## config.mk

```make
export PLATFORM = sky130hd
export DESIGN_NAME = apbmst
export DESIGN_NICKNAME = d
export VERILOG_FILES = /design/src/rtl/apbmst.sv
export SDC_FILE = /design/constraint.sdc
export NUM_CORES = 1
export LEC_CHECK = 0
export BUFFER_PORTS_ARGS = -buffer_cell sky130_fd_sc_hd__buf_2
export CORE_UTILIZATION = 40
export DETAILED_ROUTE_END_ITERATION = 8
export PLACE_DENSITY = 0.84
export SYNTH_ARGS = -nofsm -noshare
export SYNTH_HDL_FRONTEND = slang
export SYNTH_SLANG_ARGS = --single-unit
```

## constraint.sdc

```tcl
create_clock -name I_PCLK -period 1.77 [get_ports I_PCLK]
set_input_delay 0.177 -clock I_PCLK [delete_from_list [all_inputs] [get_ports I_PCLK]]
set_output_delay 0.177 -clock I_PCLK [all_outputs]
set_load 0.01 [all_outputs]
```

## src/rtl/apbmst.sv

```systemverilog
// APB3 requester: turns single-word initiator commands into one outstanding APB
// transfer, with a PREADY timeout and a valid/ready response channel.
module apbmst #(
   parameter int unsigned RD_LAT  = 1,
   parameter int unsigned TIMEOUT = 16
) (
   input  logic        I_PCLK,
   input  logic        I_PRESET_N,
   input  logic        I_CMD_VALID,
   output logic        O_CMD_READY,
   input  logic        I_CMD_WRITE,
   input  logic [31:0] I_CMD_ADDR,
   input  logic [31:0] I_CMD_WDATA,
   output logic        O_RSP_VALID,
   input  logic        I_RSP_READY,
   output logic [31:0] O_RSP_RDATA,
   output logic        O_RSP_ERROR,
   output logic        O_PSEL,
   output logic        O_PENABLE,
   output logic        O_PWRITE,
   output logic [31:0] O_PADDR,
   output logic [31:0] O_PWDATA,
   input  logic [31:0] I_PRDATA,
   input  logic        I_PREADY
);

   typedef enum logic [2:0] {
      S_IDLE,
      S_SETUP,
      S_ACCESS,
      S_RDWAIT,
      S_RESP
   } state_t;

   // Counter value seen in the last allowed ACCESS cycle.
   localparam logic [7:0] TO_LAST = (TIMEOUT == 0) ? 8'd0 : 8'(TIMEOUT - 1);

   state_t      state_q, state_d;
   logic [7:0]  cnt_q, cnt_d;
   logic        psel_q, psel_d;
   logic        penable_q, penable_d;
   logic        pwrite_q, pwrite_d;
   logic [31:0] paddr_q, paddr_d;
   logic [31:0] pwdata_q, pwdata_d;
   logic        rsp_valid_q, rsp_valid_d;
   logic [31:0] rsp_rdata_q, rsp_rdata_d;
   logic        rsp_error_q, rsp_error_d;
   logic        timeout_hit;
   logic        unused_addr_lsb;

   assign unused_addr_lsb = ^I_CMD_ADDR[1:0];
   assign timeout_hit     = (TIMEOUT != 0) && (cnt_q == TO_LAST);

   always_comb begin
      state_d     = state_q;
      cnt_d       = cnt_q;
      psel_d      = psel_q;
      penable_d   = penable_q;
      pwrite_d    = pwrite_q;
      paddr_d     = paddr_q;
      pwdata_d    = pwdata_q;
      rsp_valid_d = rsp_valid_q;
      rsp_rdata_d = rsp_rdata_q;
      rsp_error_d = rsp_error_q;
      case (state_q)
         S_IDLE: begin
            if (I_CMD_VALID) begin
               state_d  = S_SETUP;
               pwrite_d = I_CMD_WRITE;
               paddr_d  = {I_CMD_ADDR[31:2], 2'b00};
               pwdata_d = I_CMD_WDATA;
               psel_d   = 1'b1;
               cnt_d    = 8'd0;
            end
         end
         S_SETUP: begin
            state_d   = S_ACCESS;
            penable_d = 1'b1;
         end
         S_ACCESS: begin
            cnt_d = cnt_q + 8'd1;
            // PREADY is checked first so a ready on the last allowed cycle is not an error.
            if (I_PREADY) begin
               psel_d    = 1'b0;
               penable_d = 1'b0;
               if (pwrite_q) begin
                  state_d     = S_RESP;
                  rsp_valid_d = 1'b1;
                  rsp_rdata_d = 32'd0;
                  rsp_error_d = 1'b0;
               end else if (RD_LAT == 0) begin
                  state_d     = S_RESP;
                  rsp_valid_d = 1'b1;
                  rsp_rdata_d = I_PRDATA;
                  rsp_error_d = 1'b0;
               end else begin
                  state_d = S_RDWAIT;
               end
            end else if (timeout_hit) begin
               psel_d      = 1'b0;
               penable_d   = 1'b0;
               state_d     = S_RESP;
               rsp_valid_d = 1'b1;
               rsp_rdata_d = 32'd0;
               rsp_error_d = 1'b1;
            end
         end
         S_RDWAIT: begin
            state_d     = S_RESP;
            rsp_valid_d = 1'b1;
            rsp_rdata_d = I_PRDATA;
            rsp_error_d = 1'b0;
         end
         S_RESP: begin
            if (I_RSP_READY) begin
               state_d     = S_IDLE;
               rsp_valid_d = 1'b0;
               rsp_error_d = 1'b0;
               rsp_rdata_d = 32'd0;
               cnt_d       = 8'd0;
            end
         end
         default: begin
            state_d   = S_IDLE;
            psel_d    = 1'b0;
            penable_d = 1'b0;
         end
      endcase
   end

   always_ff @(posedge I_PCLK or negedge I_PRESET_N) begin
      if (!I_PRESET_N) begin
         state_q     <= S_IDLE;
         cnt_q       <= 8'd0;
         psel_q      <= 1'b0;
         penable_q   <= 1'b0;
         pwrite_q    <= 1'b0;
         paddr_q     <= 32'd0;
         pwdata_q    <= 32'd0;
         rsp_valid_q <= 1'b0;
         rsp_rdata_q <= 32'd0;
         rsp_error_q <= 1'b0;
      end else begin
         state_q     <= state_d;
         cnt_q       <= cnt_d;
         psel_q      <= psel_d;
         penable_q   <= penable_d;
         pwrite_q    <= pwrite_d;
         paddr_q     <= paddr_d;
         pwdata_q    <= pwdata_d;
         rsp_valid_q <= rsp_valid_d;
         rsp_rdata_q <= rsp_rdata_d;
         rsp_error_q <= rsp_error_d;
      end
   end

   assign O_CMD_READY = (state_q == S_IDLE);
   assign O_RSP_VALID = rsp_valid_q;
   assign O_RSP_RDATA = rsp_rdata_q;
   assign O_RSP_ERROR = rsp_error_q;
   assign O_PSEL      = psel_q;
   assign O_PENABLE   = penable_q;
   assign O_PWRITE    = pwrite_q;
   assign O_PADDR     = paddr_q;
   assign O_PWDATA    = pwdata_q;

endmodule
```

== Yosys cells after proc, flatten, opt, wreduce, memory -nomap -nowiden ==
Cells that the tools add are included.

* Register bits: 110
* Bits in latches: 0
* Bits in writable memories: 0
* ROM bits: 0
* Input bits: 102
* Output and inout port bits: 102
* Word-level logic and storage cells: 60
* Memories kept: 0

* Add/subtract/negate cells: 1
* $mul: 0
* Divide/modulo/power cells: 0
* Magnitude comparators: 0
* Equal/unequal tests: 9
* Shift operators: 0
* Mux-type cells: 27
* Bitwise gates (word level): 2
* Reductions and logical operators: 11

{| class="wikitable"
|+ Operators by type and width
! kind !! count
|-
| 32-bit two-way mux || 4
|-
| 32-bit one-hot mux with 3 select lines || 1
|-
| 8-bit one-hot mux with 3 select lines || 1
|-
| 8-bit two-way mux || 2
|-
| 3-bit two-way mux || 5
|-
| 3-bit one-hot mux with 5 select lines || 1
|-
| 1-bit one-hot mux with 3 select lines || 4
|-
| 1-bit two-way mux || 9
|-
| 3-bit AND reduction || 3
|-
| 8-bit by 1-bit adder with 8-bit output (second input constant) || 1
|-
| 8-bit by 4-bit equality test with 1-bit output (second input constant) || 1
|-
| 3-bit by 2-bit equality test with 1-bit output (second input constant) || 2
|-
| 3-bit inequality test (second input constant) || 2
|-
| 3-bit nonzero test || 2
|-
| 3-bit OR reduction || 2
|-
| 2-bit inequality test (second input constant) || 2
|-
| 2-bit AND reduction || 2
|-
| 4-bit AND reduction || 1
|-
| 3-bit by 1-bit equality test with 1-bit output (second input constant) || 1
|-
| 3-bit equality test (second input constant) || 1
|-
| 3-bit zero test || 1
|-
| 1-bit inverter || 2
|}

== Depth between registers and ports, before layout ==
Gate-level depths: netlist (run 1).

* Depth in word-level cells: 4
* Mapped depth: 7
* Gate-level depth less buffers: 5

== Least setup slack after synthesis (run 1) ==
Ideal clock, no wire load.

* Path type: reg2reg
* Start: reg state_q[2]
* End: reg rsp_error_q (netlist: O_RSP_ERROR)
* Setup time: 0.125 ns
* Arrival: 1.704 ns
* Data required time: 1.645 ns
* Slack: -0.059 ns
* Cell stages (with the launch flop): 6
* Path buffers: 1
* Clock period less this slack: 1.829 ns
* Path through: dfrtp_1 -> or3b_1 -> buf_2 -> a211o_1 -> o21ai_2 -> mux2_2

* Longest elaborated chain between the ends: 3
* Elaborated cells between the ends (all ways): 9
* Classes of those cells: eq/ne (6); mux (1); reduce/logical (2)

{| class="wikitable"
|+ RTL lines
! item !! line !! source
|-
| from (decl) || 38 || <nowiki>state_t state_q, state_d;</nowiki>
|-
| from (signal assigned) || 144 || <nowiki>state_q <= state_d;</nowiki>
|-
| 3-bit by 2-bit equality test with 1-bit output / 3-bit equality test (equally long branches) || 65 || <nowiki>case (state_q)</nowiki>
|-
| 3-bit inequality test (no source line) (tied with other cells) || - ||
|-
| 4-bit AND reduction (no source line) || - ||
|-
| to (signal assigned) || 153 || <nowiki>rsp_error_q <= rsp_error_d;</nowiki>
|-
| to (decl) || 47 || <nowiki>logic rsp_error_q, rsp_error_d;</nowiki>
|}

Several ways; a longest one is shown, not always the timed one.
A chain may end at the register's enable or synchronous reset.

== Worst setup path in the final report (run 1) ==
* Start: reg state_q[1]
* End: reg cnt_q[7]

* Longest elaborated chain between the ends: 3
* Elaborated cells between the ends (all ways): 8
* Classes of those cells: eq/ne (4); mux (1); reduce/logical (3)

{| class="wikitable"
|+ RTL lines
! item !! line !! source
|-
| 3-bit equality test (tied with other cells) || 65 ||
|-
| 2-bit inequality test (no source line) / 3-bit nonzero test (equally long branches) || - ||
|-
| 3-bit AND reduction (no source line) || - ||
|-
| to (signal assigned) || 145 || <nowiki>cnt_q <= cnt_d;</nowiki>
|-
| to (decl) || 39 || <nowiki>logic [7:0] cnt_q, cnt_d;</nowiki>
|}

Several ways; a longest one is shown, not always the timed one.

==> results of run 1 <==
per-layer routing:
metal	vias up	global-route usage, %
met3	16	3.77
met2	136	29.0
li1	1509	-
met4	0	7.14
met1	1544	22.1
met5	-	0
synth_stat cells (2+ instances only):
library cell  instances  area share (%)
mux2_2               63              17
o21ai_0              11             1.3
or2b_1                2            0.35
a211o_1               2            0.41
a22o_1               33             6.7
nor2_1                5            0.44
mux2i_1               2            0.47
o31ai_1               2            0.35
inv_1                 3            0.26
clkbuf_1              3            0.26
buf_4                 3            0.52
buf_2                 8            0.93
a21oi_1               2            0.23
nand3_1               3            0.35
buf_6                 6             1.6
or4_1                 2            0.35
nand4_1               2            0.29
nand2_1               7            0.61
and3_1                3            0.44
nor3_1                3            0.35
dfrtp_1             110              64
area by class of cell:
| class | instances | area [um^2] |
|---|---|---|
| clock buffers | 12 | 165 |
| clock inverters | 3 | 42.5 |
| multi-input cells | 159 | 1410 |
| well taps | 136 | 170 |
| repair buffers | 231 | 1300 |
| fillers | 866 | 4510 |
| inverters | 3 | 11.3 |
| flip-flops and latches | 110 | 2760 |
repair_timing:
item | CTS | global route
hold buffers | 5 | 0
endpoints found under the setup margin | 0 | 99
setup buffers | 0 | 1
resized for setup | 0 | 6
endpoints found under the hold margin | 101 | 0
cells in the final DEF, fill, tap and decap left out, types with 2 or more instances in the layout:
cell type and count:
o31ai_1 2, or4_1 2, conb_1 2, a22o_1 33, dfrtp_2 2, nor3_1 3
mux2i_1 2, o21ai_0 11, and3_4 2, buf_12 4, buf_2 198, dlygate4sd3_1 5
nand3_1 3, inv_1 3, a211o_1 2, mux2_2 63, buf_4 24, nor2_1 5
or2b_1 2, clkbuf_8 12, dfrtp_1 108, nand4_1 2, nand2_1 7
worst paths after layout:
check	start	to	slack, ns
worst min register to register	O_RSP_RDATA[11]	O_RSP_RDATA[11]	0.51
worst max register to register	state_q[1]	cnt_q[7]	0.03
worst min-delay path	I_CMD_WRITE	O_PWRITE	0.03
max in group asynchronous	I_PRESET_N	state_q[2]	1.00
min in group asynchronous	I_PRESET_N	O_PWDATA[18]	0.22
worst max-delay path	state_q[1]	cnt_q[7]	0.03
registers in the layout, summed over array words and instances, names as in the netlist:
| signal | count |
|---|---|
| O_PADDR | 30 |
| O_PENABLE | 1 |
| O_PSEL | 1 |
| O_PWDATA | 32 |
| O_PWRITE | 1 |
| O_RSP_ERROR | 1 |
| O_RSP_RDATA | 32 |
| O_RSP_VALID | 1 |
| cnt_q | 8 |
| state_q | 3 |
where the power goes:
part	switching [mW]	total, mW	internal, mW
Sequential	0.591	4.20	3.60
Combinational	2.08	4.45	2.37
Clock	0.790	1.55	0.761
critical path, cell delays in order, from the launching register on:
cell	delay, ns
dfrtp_2	0.46
nand2b_4	0.15
a211o_1	0.35
or4_1	0.56
a21oi_2	0.16
logic make-up after synthesis:
| family | synth area share, % |
|---|---|
| flops | 64.0 |
| mux | 17.0 |
| compound gates | 10.6 |
| simple gates | 4.19 |
| buf+inv | 3.64 |
| fa+ha+maj | 0.291 |
| other cells | 0.0873 |
| xor+xnor | 0.204 |
per-stage QoR:
| step | util, % | std cells | total power, mW |
|---|---|---|---|
| floorplan | - | 293 | 6.83 |
| global placement | 53.8 | 633 | 8.46 |
| detailed placement | 53.8 | 633 | 8.69 |
| CTS | 56.3 | 653 | 10.3 |
| global route | 56.5 | 654 | 10.9 |
| finish | 56.5 | 654 | 10.2 |
==> results.json, run 1 <==
{
  "fmax_ghz": 0.574,
  "grt_util_all_layers_pct": 17.5,
  "numClockSinks": 110,
  "globalplace.congestion": 0.787,
  "path_clk_slew_ns": 0.10,
  "antenna_cells": 0,
  "drive_gt1_share_pct": 60.6,
  "cp.arrival_ns": 2.05,
  "setup_slack_ns": 0.0267,
  "dp_hpwl_um": 7160,
  "vias": 3205,
  "async_flop_share_pct": 100,
  "r2r_cells": 4,
  "final-setup-viol-count": 0,
  "fin_crit_ns": 1.74,
  "routed_wl_um": 9670,
  "clock_latency_ns": 0.37,
  "met3_length_um": 554,
  "ir_drop_v": 0.000840,
  "required_ns": 2.07,
  "synth_cells": 292,
  "overflow": 0,
  "clk_path_buf_depth": 2,
  "wl_met2_um": 4810,
  "hold_path_class": "primary input to flip-flop",
  "drv_cap": 0,
  "worst_setup_path_end_kind": "flip-flop",
  "port_buffers": 199,
  "synth_edf_count": 0,
  "slew_viol_final": 0,
  "finalInstanceArea_mm2": 0.00586,
  "outcome": "finished clean",
  "fin_crit_sh_pct": 98.5,
  "grt_start_max_net_pins": 53,
  "pin_count": 204,
  "crit_type": "flip-flop to flip-flop",
  "tritoncts": "built",
  "cts-root-buf": "clkbuf_8",
  "dieHeight_um": 106,
  "vias_per_cell": 4.90,
  "first_pass_iters": 4,
  "preCtsSetupSlack_ns": 0.0409,
  "synth-seq-cells": 110,
  "power_leakage_nw": 2.98,
  "avgSynthCellArea_um2": 14.7,
  "ant_nets": 0,
  "hold_violations": 0,
  "grt_pass1_wl_um": 15400,
  "worstHoldPathCells": 3,
  "ys_seq_area_share_pct": 64.0,
  "grt_pass1_vias": 3194,
  "synth_cell_types": 38,
  "core_mm2": 0.0104,
  "syn_to_final_growth_pct": 36.3,
  "hold_slack_ns": 0.0265,
  "nets": 617,
  "initial_core_util_pct": 41.4,
  "synth_ff_type": "dfrtp_1",
  "dr.first_iter.drc_count": 150,
  "yosysWarnings": 0,
  "placed_area_mm2": 0.00558,
  "start_kind": "flip-flop",
  "synth_area_mm2": 0.00430,
  "finalSetupTns_ns": 0,
  "cts_buffers": 9,
  "drc_errors": 0,
  "cts_max_level": 3,
  "skew_ns": 0.00985,
  "powerDensity_mw_per_mm2": 1740,
  "dieArea_mm2": 0.0112,
  "maxUsedRoutingLayer": "met4",
  "drt-met1-wl_um": 4150,
  "row_count": 37,
  "antenna_found_initial": 0,
  "wl_per_cell_um": 14.8,
  "die_x_um": 106,
  "crit_fanout": 8
}
Note: power is estimated with default switching activity, not from simulation.
==> run 2: changes to the inputs <==
==> constraint.sdc (replaced) <==
create_clock -name I_PCLK -period 1.77 [get_ports I_PCLK]
set_input_delay 0.177 -clock I_PCLK [delete_from_list [all_inputs] [get_ports I_PCLK]]
set_output_delay 0.177 -clock I_PCLK [all_outputs]
set_load 0.1 [all_outputs]
==> run 2 against run 1 <==
Against the previous run: count of clock-buffer cells in the layout is 3 lower; sequential cell count unchanged; final area grew 1.9%; hold slack got worse by 0.0039 ns; global-route usage up 0.36 points; sequential share of layout area fell by 0.88 points; clock skew up 0.0024 ns; worst setup slack improved by 0.0097 ns; wire length is 4.6% higher; via count rose by 2.0%; critical path type unchanged; critical endpoint is now O_RSP_ERROR.
==> results.json, run 2 (same netlist as run 1, synthesis figures left out) <==
{
  "outcome": "finished clean",
  "r2r-start": "cnt_q[0]",
  "port_buffers": 199,
  "numClockSinks": 110,
  "hold_violations": 0,
  "wl_met2_um": 5230,
  "wl_per_cell_um": 15.3,
  "path_clk_slew_ns": 0.11,
  "grt_util_all_layers_pct": 17.8,
  "vias": 3268,
  "maxUsedRoutingLayer": "met4",
  "grt_pass1_vias": 3370,
  "cp.arrival_ns": 2.00,
  "preCtsSetupSlack_ns": 0.0374,
  "worstHoldPathCells": 2,
  "cts_buffers": 9,
  "globalplace.congestion": 0.819,
  "dieHeight_um": 106,
  "overflow": 0,
  "crit_type": "flip-flop to flip-flop",
  "final-setup-viol-count": 0,
  "ant_nets": 0,
  "initial_core_util_pct": 41.4,
  "cts_max_level": 3,
  "antenna_cells": 0,
  "routed_wl_um": 10100,
  "slew_headroom_pct": 66.1,
  "nets": 622,
  "row_count": 37,
  "drt-met1-wl_um": 3990,
  "skew_ns": 0.0122,
  "fin_cells": 660,
  "start_kind": "flip-flop",
  "met3_length_um": 720,
  "final_common_cell": "buf_2",
  "worstMarginPinSlew_ns": 0.509,
  "r2r_end": "O_RSP_ERROR",
  "dp_hpwl_um": 6960,
  "fmax_ghz": 0.577,
  "mostFrequentLayoutCells": "buf_2 (197), dfrtp_1 (109), mux2_2 (63)",
  "grt_pass1_wl_um": 15700,
  "fin_crit_ns": 1.73,
  "core_mm2": 0.0104,
  "clk_path_buf_depth": 2,
  "crit_fanout": 4,
  "slew_viol_final": 0,
  "worst_setup_path_end_kind": "flip-flop",
  "antenna_found_initial": 0,
  "dr.first_iter.drc_count": 171,
  "hold_end": "O_RSP_RDATA[5]",
  "die_x_um": 106,
  "clock_latency_ns": 0.37,
  "dieArea_mm2": 0.0112,
  "pin_count": 204,
  "vias_per_cell": 4.95,
  "r2r_cells": 5,
  "hp-start": "I_PRDATA[5]",
  "hold_slack_ns": 0.0227,
  "post-route-util_pct": 57.6,
  "drc_errors": 0,
  "required_ns": 2.03,
  "hold_path_class": "primary input to flip-flop",
  "drive_gt1_share_pct": 59.0,
  "drv_cap": 0,
  "setup_slack_ns": 0.0364,
  "first_pass_iters": 4,
  "placed_cells": 625,
  "grt_start_max_net_pins": 66,
  "fin_crit_sh_pct": 97.9,
  "cts-root-buf": "clkbuf_8",
  "n_fill_cell": 837,
  "reg2reg_slack_ns": 0.04,
  "syn_to_final_growth_pct": 38.9,
  "tritoncts": "built"
}
-- run 2: changes by cell type in the layout (fill, tap and decap cells not counted), sizes merged --
cell         previous run  this run
clkbuf                 12        10
bufinv                  1         2
inv                     3         5
buf                   226       218
clkinv                  1         2
dlygate4sd3             5        17
-- run 2: repair_timing --
item,CTS,global route
resized for setup,1,7
cloned,0,1
pin swaps,0,1
endpoints found under the hold margin,52,0
hold buffers,17,0
endpoints found under the setup margin,1,69
setup buffers,0,1
-- run 2: worst max path at each step --
stage	end	depth (start not counted)	startpoint	slack (ns)
after floorplan	O_RSP_ERROR	5	state_q[2]	0.003
after global placement	cnt_q[7]	4	state_q[1]	0.1
after detailed placement	O_RSP_RDATA[27]	6	cnt_q[0]	0.04
after CTS	O_RSP_RDATA[9]	6	state_q[0]	0.005
after global routing	O_RSP_RDATA[25]	6	cnt_q[0]	-0.01
final	O_RSP_ERROR	5	cnt_q[0]	0.04
-- run 2: cell type report --
class	instances	area (um^2)	share of cell area, %
clock buffer	9	124	2.08
clock inverter	7	105	1.76
inverter	3	11.3	0.189
multi-input combinational	159	1430	23.9
sequential	110	2750	46.1
tap	136	170	2.85
timing repair buffer	236	1380	23.1
-- run 2: worst max-delay path, stage by stage, from the launching register on --
cell	delay, ns
dfrtp_1	0.40
ha_1	0.23
and3_4	0.21
a211o_1	0.34
o21ai_4	0.10
mux2_2	0.35
-- run 2: per-stage QoR --
stage / setup TNS [ns] / cell area, um^2
2_1_floorplan: 0 / 4320
3_3_place_gp: 0 / 5510
3_5_place_dp: 0 / 5510
4_1_cts: 0 / 5910
5_1_grt: -0.0270 / 5970
6_report: 0 / 5970
-- run 2: per-layer routing --
metal | vias to the layer above | GRT usage (%)
li1 | 1518 | -
met1 | 1576 | 21.1
met2 | 155 | 31.3
met3 | 19 | 3.59
met4 | 0 | 7.74
met5 | - | 0
Power of run 2 is not shown: default switching activity piles up to over one toggle a cycle in this logic, so the estimate is an artifact.
